File: config.mk
export PLATFORM = sky130hd
export DESIGN_NAME = imm_gen_stage_flat
export DESIGN_NICKNAME = d
export VERILOG_FILES = /design/src/rtl/riscv_pkg.sv /design/src/rtl/imm_gen_stage_if.sv /design/src/rtl/imm_extract.sv /design/src/rtl/imm_gen_stage.sv /design/src/flat_wrapper.sv
export SDC_FILE = /design/constraint.sdc
export NUM_CORES = 1
export LEC_CHECK = 0
export BUFFER_PORTS_ARGS = -buffer_cell sky130_fd_sc_hd__buf_4
export CORE_AREA = 2 2 144 146
export DETAILED_ROUTE_END_ITERATION = 12
export DIE_AREA = 0 0 146 148
export PLACE_DENSITY = 0.62
export SYNTH_ARGS = -nofsm -noshare
export SYNTH_HDL_FRONTEND = slang
export SYNTH_HIERARCHICAL = 1
export SYNTH_SLANG_ARGS = --single-unit
File: constraint.sdc
create_clock -name clk -period 2.1 [get_ports clk]
set_clock_uncertainty 0.15 [all_clocks]
set_input_delay 0.21 -clock clk [delete_from_list [all_inputs] [get_ports clk]]
set_output_delay 0.21 -clock clk [all_outputs]
set_load 0.01 [all_outputs]
File: src/rtl/riscv_pkg.sv
// Shared decode-path definitions: immediate format selects, skid-buffer
// state encoding and the datapath-width legality check.
package riscv_pkg;

    localparam logic [2:0] IMM_I   = 3'b000;
    localparam logic [2:0] IMM_S   = 3'b001;
    localparam logic [2:0] IMM_B   = 3'b010;
    localparam logic [2:0] IMM_U   = 3'b011;
    localparam logic [2:0] IMM_J   = 3'b100;
    localparam logic [2:0] IMM_Z   = 3'b101;
    localparam logic [2:0] IMM_SH  = 3'b110;
    localparam logic [2:0] IMM_ILL = 3'b111;

    typedef enum logic [1:0] {
        ST_EMPTY = 2'b00,
        ST_ONE   = 2'b01,
        ST_FULL  = 2'b10
    } buf_state_e;

    function automatic bit xlen_legal(input int xlen);
        return (xlen == 32) || (xlen == 64);
    endfunction

endpackage

File: src/rtl/imm_gen_stage_if.sv
// Upstream/downstream valid-ready bundle of the immediate-generation stage.
// The stage uses the slave view; whoever feeds and drains it uses master.
interface imm_gen_stage_if #(
    parameter int XLEN = 32
);
    logic            in_valid;
    logic            in_ready;
    logic [31:0]     in_instr;
    logic [XLEN-1:0] in_pc;
    logic [2:0]      in_imm_sel;
    logic            out_valid;
    logic            out_ready;
    logic [XLEN-1:0] out_imm;
    logic [XLEN-1:0] out_target;
    logic            out_err;

    modport slave (
        input  in_valid, in_instr, in_pc, in_imm_sel, out_ready,
        output in_ready, out_valid, out_imm, out_target, out_err
    );

    modport master (
        output in_valid, in_instr, in_pc, in_imm_sel, out_ready,
        input  in_ready, out_valid, out_imm, out_target, out_err
    );
endinterface

File: src/rtl/imm_extract.sv
// Combinational RISC-V immediate decode. Every format is first assembled as
// a 32-bit value whose bit 31 is the correct extension bit (zero for the
// zero-extended Z and SH formats), so one signed widening covers all cases.
module imm_extract
    import riscv_pkg::*;
#(
    parameter int XLEN = 32
) (
    input  logic [31:0]     i_instr,
    input  logic [2:0]      i_sel,
    output logic [XLEN-1:0] o_imm,
    output logic            o_err
);

    logic signed [31:0] w_imm32;

    // Assemble the selected format; the illegal select yields zero and err
    always_comb begin
        w_imm32 = '0;
        o_err   = 1'b0;
        case (i_sel)
            IMM_I:   w_imm32 = {{20{i_instr[31]}}, i_instr[31:20]};
            IMM_S:   w_imm32 = {{20{i_instr[31]}}, i_instr[31:25], i_instr[11:7]};
            IMM_B:   w_imm32 = {{19{i_instr[31]}}, i_instr[31], i_instr[7],
                                i_instr[30:25], i_instr[11:8], 1'b0};
            IMM_U:   w_imm32 = {i_instr[31:12], 12'b0};
            IMM_J:   w_imm32 = {{11{i_instr[31]}}, i_instr[31], i_instr[19:12],
                                i_instr[20], i_instr[30:21], 1'b0};
            IMM_Z:   w_imm32 = {27'b0, i_instr[19:15]};
            IMM_SH:  w_imm32 = (XLEN == 64) ? {26'b0, i_instr[25:20]}
                                            : {27'b0, i_instr[24:20]};
            default: o_err   = 1'b1;
        endcase
    end

    assign o_imm = XLEN'(w_imm32);

endmodule

File: src/rtl/imm_gen_stage.sv
// Registered immediate-generation stage: decode + target add ahead of a
// 2-entry (main + skid) buffer. in_ready and out_valid are flops, so there is
// no combinational path from out_ready back to in_ready.
module imm_gen_stage
    import riscv_pkg::*;
#(
    parameter int XLEN = 32
) (
    input  logic            clk,
    input  logic            rst_n,
    input  logic            flush,
    imm_gen_stage_if.slave  bus
);

    if (!xlen_legal(XLEN)) begin : g_bad_xlen
        $error("imm_gen_stage: XLEN must be 32 or 64");
    end

    logic [XLEN-1:0] w_imm;
    logic [XLEN-1:0] w_target;
    logic            w_err;
    logic            w_in_xfer;
    logic            w_out_xfer;

    buf_state_e      r_state;
    logic            r_in_ready;
    logic            r_out_valid;
    logic [XLEN-1:0] r_main_imm;
    logic [XLEN-1:0] r_main_tgt;
    logic            r_main_err;
    logic [XLEN-1:0] r_skid_imm;
    logic [XLEN-1:0] r_skid_tgt;
    logic            r_skid_err;

    imm_extract #(.XLEN(XLEN)) u_extract (
        .i_instr (bus.in_instr),
        .i_sel   (bus.in_imm_sel),
        .o_imm   (w_imm),
        .o_err   (w_err)
    );

    // Target is finished before the buffer, so both entries hold final results
    assign w_target   = bus.in_pc + w_imm;
    assign w_in_xfer  = bus.in_valid & r_in_ready & ~flush;
    assign w_out_xfer = r_out_valid & bus.out_ready;

    // Skid-buffer FSM with registered handshake outputs; flush overrides all
    always_ff @(posedge clk or negedge rst_n) begin
        if (!rst_n) begin
            r_state     <= ST_EMPTY;
            r_in_ready  <= 1'b1;
            r_out_valid <= 1'b0;
            r_main_imm  <= '0;
            r_main_tgt  <= '0;
            r_main_err  <= 1'b0;
            r_skid_imm  <= '0;
            r_skid_tgt  <= '0;
            r_skid_err  <= 1'b0;
        end else if (flush) begin
            r_state     <= ST_EMPTY;
            r_in_ready  <= 1'b1;
            r_out_valid <= 1'b0;
        end else begin
            case (r_state)
                ST_EMPTY: begin
                    if (w_in_xfer) begin
                        r_main_imm  <= w_imm;
                        r_main_tgt  <= w_target;
                        r_main_err  <= w_err;
                        r_out_valid <= 1'b1;
                        r_state     <= ST_ONE;
                    end
                end
                ST_ONE: begin
                    if (w_in_xfer && !w_out_xfer) begin
                        r_skid_imm <= w_imm;
                        r_skid_tgt <= w_target;
                        r_skid_err <= w_err;
                        r_in_ready <= 1'b0;
                        r_state    <= ST_FULL;
                    end else if (w_in_xfer && w_out_xfer) begin
                        r_main_imm <= w_imm;
                        r_main_tgt <= w_target;
                        r_main_err <= w_err;
                    end else if (w_out_xfer) begin
                        r_out_valid <= 1'b0;
                        r_state     <= ST_EMPTY;
                    end
                end
                ST_FULL: begin
                    if (w_out_xfer) begin
                        r_main_imm <= r_skid_imm;
                        r_main_tgt <= r_skid_tgt;
                        r_main_err <= r_skid_err;
                        r_in_ready <= 1'b1;
                        r_state    <= ST_ONE;
                    end
                end
                default: begin
                    r_state     <= ST_EMPTY;
                    r_in_ready  <= 1'b1;
                    r_out_valid <= 1'b0;
                end
            endcase
        end
    end

    assign bus.in_ready   = r_in_ready;
    assign bus.out_valid  = r_out_valid;
    assign bus.out_imm    = r_main_imm;
    assign bus.out_target = r_main_tgt;
    assign bus.out_err    = r_main_err;

endmodule

File: src/flat_wrapper.sv
// flat-port wrapper written by rule: the top's interface ports become plain ports
module imm_gen_stage_flat import riscv_pkg::*;
#(
    parameter int XLEN = 32
)
  (clk, rst_n, flush, bus_in_valid, bus_in_instr, bus_in_pc, bus_in_imm_sel, bus_out_ready, bus_in_ready, bus_out_valid, bus_out_imm, bus_out_target, bus_out_err);
  imm_gen_stage_if #(.XLEN(XLEN)) bus_i ();
  input  logic clk;
  input  logic rst_n;
  input  logic flush;
  input wire logic [$bits(bus_i.in_valid)-1:0] bus_in_valid;
  input wire logic [$bits(bus_i.in_instr)-1:0] bus_in_instr;
  input wire logic [$bits(bus_i.in_pc)-1:0] bus_in_pc;
  input wire logic [$bits(bus_i.in_imm_sel)-1:0] bus_in_imm_sel;
  input wire logic [$bits(bus_i.out_ready)-1:0] bus_out_ready;
  output wire logic [$bits(bus_i.in_ready)-1:0] bus_in_ready;
  output wire logic [$bits(bus_i.out_valid)-1:0] bus_out_valid;
  output wire logic [$bits(bus_i.out_imm)-1:0] bus_out_imm;
  output wire logic [$bits(bus_i.out_target)-1:0] bus_out_target;
  output wire logic [$bits(bus_i.out_err)-1:0] bus_out_err;
  assign bus_i.in_valid = bus_in_valid;
  assign bus_i.in_instr = bus_in_instr;
  assign bus_i.in_pc = bus_in_pc;
  assign bus_i.in_imm_sel = bus_in_imm_sel;
  assign bus_i.out_ready = bus_out_ready;
  assign bus_in_ready = bus_i.in_ready;
  assign bus_out_valid = bus_i.out_valid;
  assign bus_out_imm = bus_i.out_imm;
  assign bus_out_target = bus_i.out_target;
  assign bus_out_err = bus_i.out_err;
  imm_gen_stage #(.XLEN(XLEN)) u_core (.clk(clk), .rst_n(rst_n), .flush(flush), .bus(bus_i));
endmodule
# After elaboration in Yosys (flattened, before gate mapping)
# Cells that the tools add are included.
# word_totals
ff_bits	134
out_inout_bits	67
word_cells	82
inputBits	72
# classes
addsub	1
n_reduce_logical	12
mux	34
n_bitwise	4
eq_ne	22
# ops
op	n
32-bit 2-to-1 mux	8
32-bit case mux with 7 select lines	1
32-bit case mux with 3 select lines	2
32-bit adder	1
1-bit 2-to-1 mux	13
2-bit 2-to-1 mux	6
3-bit by 2-bit inequality test with 1-bit output, second input constant	4
3-bit equality test, second input constant	3
1-bit case mux with 3 select lines	3
7-bit OR reduction	1
3-bit by 2-bit equality test with 1-bit output, second input constant	2
2-bit by 1-bit inequality test with 1-bit output, second input constant	3
2-bit inequality test, second input constant	3
3-bit inequality test, second input constant	2
2-bit case mux with 3 select lines	1
3-bit AND reduction	2
6-bit AND reduction	1
5-bit AND reduction	1
4-bit by 2-bit inequality test with 1-bit output, second input constant	1
4-bit by 3-bit inequality test with 1-bit output, second input constant	1
4-bit AND reduction	1
1-bit AND	3
3-bit by 1-bit equality test with 1-bit output, second input constant	1
3-bit zero test	1
7 further kinds	8

# Depth between registers and ports, before layout
# logic_depth
depth_word	7
ltp_mapped	15
mapped_depth_nobuf	13

# Hierarchy
# The synthesis kept the hierarchy.
# by_module_without_submodules
mod	area_each_um2	seq_area_each_um2	cells_each	instances
imm_gen_stage	7312.0	3354.5	779	1
imm_extract	585.6	0.0	87	1

# Least setup slack after synthesis
# OpenSTA, ideal clock, no wires.
# synth_timing
kind	input to register
startpoint	input port bus_in_imm_sel[1]
endpoint	register u_core.r_main_tgt[17] (netlist: u_core/bus.out_target[17])
path_buffers	1
t_arrival_ns	2.840
setup_time_ns	0.127
slack_ns	-1.016
cell_stages	12
t_required_ns	1.823
cell_sequence	buf_6 > maj3_2 > and2b_1 > ha_1 > and3_4 > a31o_1 > a311oi_4 > a22oi_2 > a21bo_2 > a31oi_4 > mux2i_1 > nand3_1
# synth_between
elab_chain_cells	6
elab_cells_between_ends	13
cone_classes	add/sub: 1; eq/ne: 6; mux: 5; reduce/logical: 1
# synth_rtl
item	line	source
from (decl)	flat_wrapper.sv:14	input wire logic [$bits(bus_i.in_imm_sel)-1:0] bus_in_imm_sel;
3-bit equality test (tied with other cells)	imm_extract.sv:21	case (i_sel)
32-bit case mux with 7 select lines *	imm_extract.sv:21	
net u_core.w_imm[8]	imm_gen_stage.sv:19	logic [XLEN-1:0] w_imm;
32-bit adder *	imm_gen_stage.sv:43	assign w_target = bus.in_pc + w_imm;
32-bit 2-to-1 mux	imm_gen_stage.sv:81	end else if (w_in_xfer && w_out_xfer) begin
32-bit 2-to-1 mux	imm_gen_stage.sv:75	if (w_in_xfer && !w_out_xfer) begin
32-bit case mux with 3 select lines *	imm_gen_stage.sv:64	case (r_state)
to (signal assigned)	imm_gen_stage.sv:68	r_main_tgt <= w_target;
to (signal assigned)	imm_gen_stage.sv:83	r_main_tgt <= w_target;
to (signal assigned)	imm_gen_stage.sv:93	r_main_tgt <= r_skid_tgt;
to (decl)	imm_gen_stage.sv:29	logic [XLEN-1:0] r_main_tgt;
# Mark *: on every way through the listed nets, which the timed path passes. The rest lies on a longest branch. The select of a mux whose other input is x is not followed.
# A chain may end at the register's enable or synchronous reset.

# Final worst setup path
# layout_timing
startpoint	input port bus_in_imm_sel[0]
endpoint	register u_core.r_main_tgt[17] (netlist: u_core/bus.out_target[17])
# The elaborated chain is that of the path after synthesis.

==> metrics <==
result of the run=complete, but fails checks; failing checks=negative setup slack; Finished Core Util=62.7%; required time at the endpoint of the critical path=2.26 ns; endpoint arrival time on the critical path=3.10 ns; worst vdd rail ir drop=0.690 mV; static leakage=0.00588 uW; post-detailed-routing wire length=27.3 mm; critical-path maximum fanout=5; core outline area=20000 um2; maximum number of pins on one net before global-route repair=59; clock buffers created by TritonCTS=17; layout cell share with drive strength beyond 1=47.9%; die area=21600 um2; Worst-Margin Slew=0.587 ns; register bit count reported by yosys=134; ports placed on the boundary=139; antenna violation net count after detailed routing=0; post-synthesis async set-or-reset flop share=100%; Tightest Hold Check Type=in2reg; DR vias/cell=5.36; total power divided by cell area=1010 nW/um2; Die Width=146 um; Worst setup SP type=primary input; number of antenna violations at the first check in global routing=0; max capacitance violation total=0; final antenna diode count=0; WL/cell=18.6 um; unrepaired setup endpoints after global routing=true; global-route congestion overflow total=0; Post-synth EDFFs=0; leading cell types in the layout, fill and taps excluded=309 x sky130_fd_sc_hd__buf_4, 137 x sky130_fd_sc_hd__nand2_1, 133 x sky130_fd_sc_hd__dfrtp_1, 63 x sky130_fd_sc_hd__nor2_1, 47 x sky130_fd_sc_hd__a21oi_1; final estimated routing congestion in global placement=0.907; via count of the first global-routing pass=7849; mean instance size in the synthesized netlist=9.12 um2; clock period minus final worst setup slack=2.94 ns; DPL Wire Length=18.7 mm; Core Rows=52; Final setup viols=94; Hold Worst Slack=0.0266 ns; Register-to-Register Setup Slack=-0.33 ns; final slew viol count=0; Worst setup EP type=flop; Placed Cells incl. Taps=1396; sequential-to-total area share from yosys stat=42.5%; worst-case headroom to the max-slew limit=60.8%; final count of hold timing violations=0; slack of the critical path=-0.843 ns; critical path type=in2reg; All-Layer GR Usage=24.8%; primary flip-flop cell chosen by synthesis mapping=sky130_fd_sc_hd__dfrtp_1; DRC violation count after routing=0; clock tree from TritonCTS=done; Worst-path clk slew=0.07 ns; maximum clock rate=0.340 GHz; drt first pass iters=5; Syn Std Cell Area=7900 um2; sum of negative setup slack=-36.29 ns; vertical die dimension=148 um; Layout Cells excl Fill=1472; post-synthesis instance total=866; commonest non-fill, non-tap cell in the layout=sky130_fd_sc_hd__buf_4; clock sink total=134; library cell used as clock root buffer=sky130_fd_sc_hd__clkbuf_16; DRC violation total after the first TritonRoute iteration=403; net count after synthesis=970; global-route wire length before repair=41.7 mm; count of vias placed by the detailed router=7893; Warnings, synthesis=6; worst-skew pair later-pin latency=0.43 ns; number of buffers on the longest clock path=2; Initial Util=39.4%; area growth from synthesis to layout=59.0%; distinct cell type count after synthesis=69; Tcrit/Tclk final=140%; Nets=1293; buffers added on ports=131; count of H-tree levels built during CTS=4
==> cells in the mapped netlist (5+ instances only) <==
master	number	area [um2]
sky130_fd_sc_hd__nor2b_1	11	68.8
sky130_fd_sc_hd__inv_1	14	52.6
sky130_fd_sc_hd__ha_1	31	388
sky130_fd_sc_hd__nand4_1	6	37.5
sky130_fd_sc_hd__a31oi_1	46	288
sky130_fd_sc_hd__xor2_1	10	87.6
sky130_fd_sc_hd__o21ai_0	40	200
sky130_fd_sc_hd__and2_1	5	31.3
sky130_fd_sc_hd__buf_2	7	35.0
sky130_fd_sc_hd__and3_1	16	100
sky130_fd_sc_hd__nand2_1	142	533
sky130_fd_sc_hd__dfrtp_1	133	3330
sky130_fd_sc_hd__a22o_1	5	43.8
sky130_fd_sc_hd__a21o_1	28	210
sky130_fd_sc_hd__o21a_1	5	37.5
sky130_fd_sc_hd__nand3_1	12	60.1
sky130_fd_sc_hd__o22ai_1	13	81.3
sky130_fd_sc_hd__mux2_2	45	507
sky130_fd_sc_hd__o21bai_1	9	67.6
sky130_fd_sc_hd__a21oi_1	70	350
sky130_fd_sc_hd__clkbuf_1	37	139
sky130_fd_sc_hd__nor3_1	9	45.0
sky130_fd_sc_hd__xnor2_1	19	166
sky130_fd_sc_hd__nor2_1	73	274
==> worst max-delay path, stage by stage <==
cell                       delay (ns)
sky130_fd_sc_hd__buf_12          0.11
sky130_fd_sc_hd__nor2b_4         0.13
sky130_fd_sc_hd__buf_6           0.11
sky130_fd_sc_hd__a22o_1          0.19
sky130_fd_sc_hd__a221o_1         0.36
sky130_fd_sc_hd__ha_4            0.20
sky130_fd_sc_hd__a211oi_4        0.25
sky130_fd_sc_hd__o21bai_4        0.12
sky130_fd_sc_hd__a311oi_4        0.30
sky130_fd_sc_hd__buf_6           0.16
sky130_fd_sc_hd__a22oi_2         0.09
sky130_fd_sc_hd__a21bo_2         0.23
sky130_fd_sc_hd__a31oi_4         0.22
sky130_fd_sc_hd__mux2i_1         0.29
sky130_fd_sc_hd__nand3_1         0.10
==> cell families after synthesis <==
| group | after synthesis | share of synthesized area, % |
|---|---|---|
| AND/OR/NAND/NOR | 299 | 17.2 |
| AO/OA/AOI/OAI | 259 | 21.7 |
| flip-flops | 134 | 42.5 |
| buffers and inverters | 65 | 3.44 |
| multiplexers | 47 | 6.67 |
| adder cells (fa/ha/maj) | 33 | 5.31 |
| XOR/XNOR | 29 | 3.22 |
==> what timing repair did <==
action,in CTS,in global routing
endpoints found under the setup margin,93,102
pin swaps,45,56
endpoints found under the hold margin,92,0
cloned,6,0
resized for setup,80,83
hold buffers,3,0
setup buffers,21,17
==> path summary, 6_finish.rpt <==
path | start | end | cells after the start
worst max register to register | u_core/bus.in_ready | u_core/bus.out_target[30] | 7
min in group asynchronous | rst_n | u_core/bus.out_target[20] | 2
max in group asynchronous | rst_n | u_core/bus.out_target[14] | 3
worst max-delay path | bus_in_imm_sel[0] | u_core/bus.out_target[17] | 15
worst min register to register | u_core/r_skid_tgt[13] | u_core/r_skid_tgt[13] | 2
worst min-delay path | bus_in_pc[0] | u_core/r_skid_tgt[0] | 3
==> registers in the layout, summed over array words and instances, names as in the netlist <==
name	count
u_core/bus.in_ready	1
u_core/bus.out_target	32
u_core/bus.out_err	1
u_core/r_skid_err	1
u_core/r_skid_imm	32
u_core/r_skid_tgt	32
u_core/bus.out_imm	32
u_core/r_state	2
u_core/bus.out_valid	1
==> layout make-up <==
class | instances | area (um2)
Clock buffer | 19 | 443
Tap cell | 270 | 338
Sequential cell | 134 | 3350
Timing Repair Buffer | 355 | 3030
Inverter | 14 | 57.6
Multi-Input combinational cell | 667 | 5190
Fill cell | 1625 | 7480
Clock inverter | 13 | 148
==> through the flow <==
step                total power (uW)  setup WS (ns)  instance area, um2
finish                         12700         -0.843               12600
global route                   13400         -0.925               12600
CTS                            12400         -0.769               12000
detailed placement              9030          -1.31               10700
global placement                8910          -1.26               10700
floorplan                       6760         -0.854                8190
==> power by group <==
part / leakage [uW] / switching [uW] / internal [uW]
Combinational: 0.00397 / 2460 / 2770
Clock: 0.000288 / 1220 / 1790
Sequential: 0.00162 / 686 / 3760
Total: 0.00588 / 4370 / 8330
==> per-layer routing <==
layer | routed length (um) | track usage (%)
met5 | 0 | 0
met4 | 615 | 8.88
met3 | 1130 | 4.48
met2 | 14000 | 41.9
met1 | 11600 | 32.0
No activity file was read; power rests on OpenSTA's default activity.
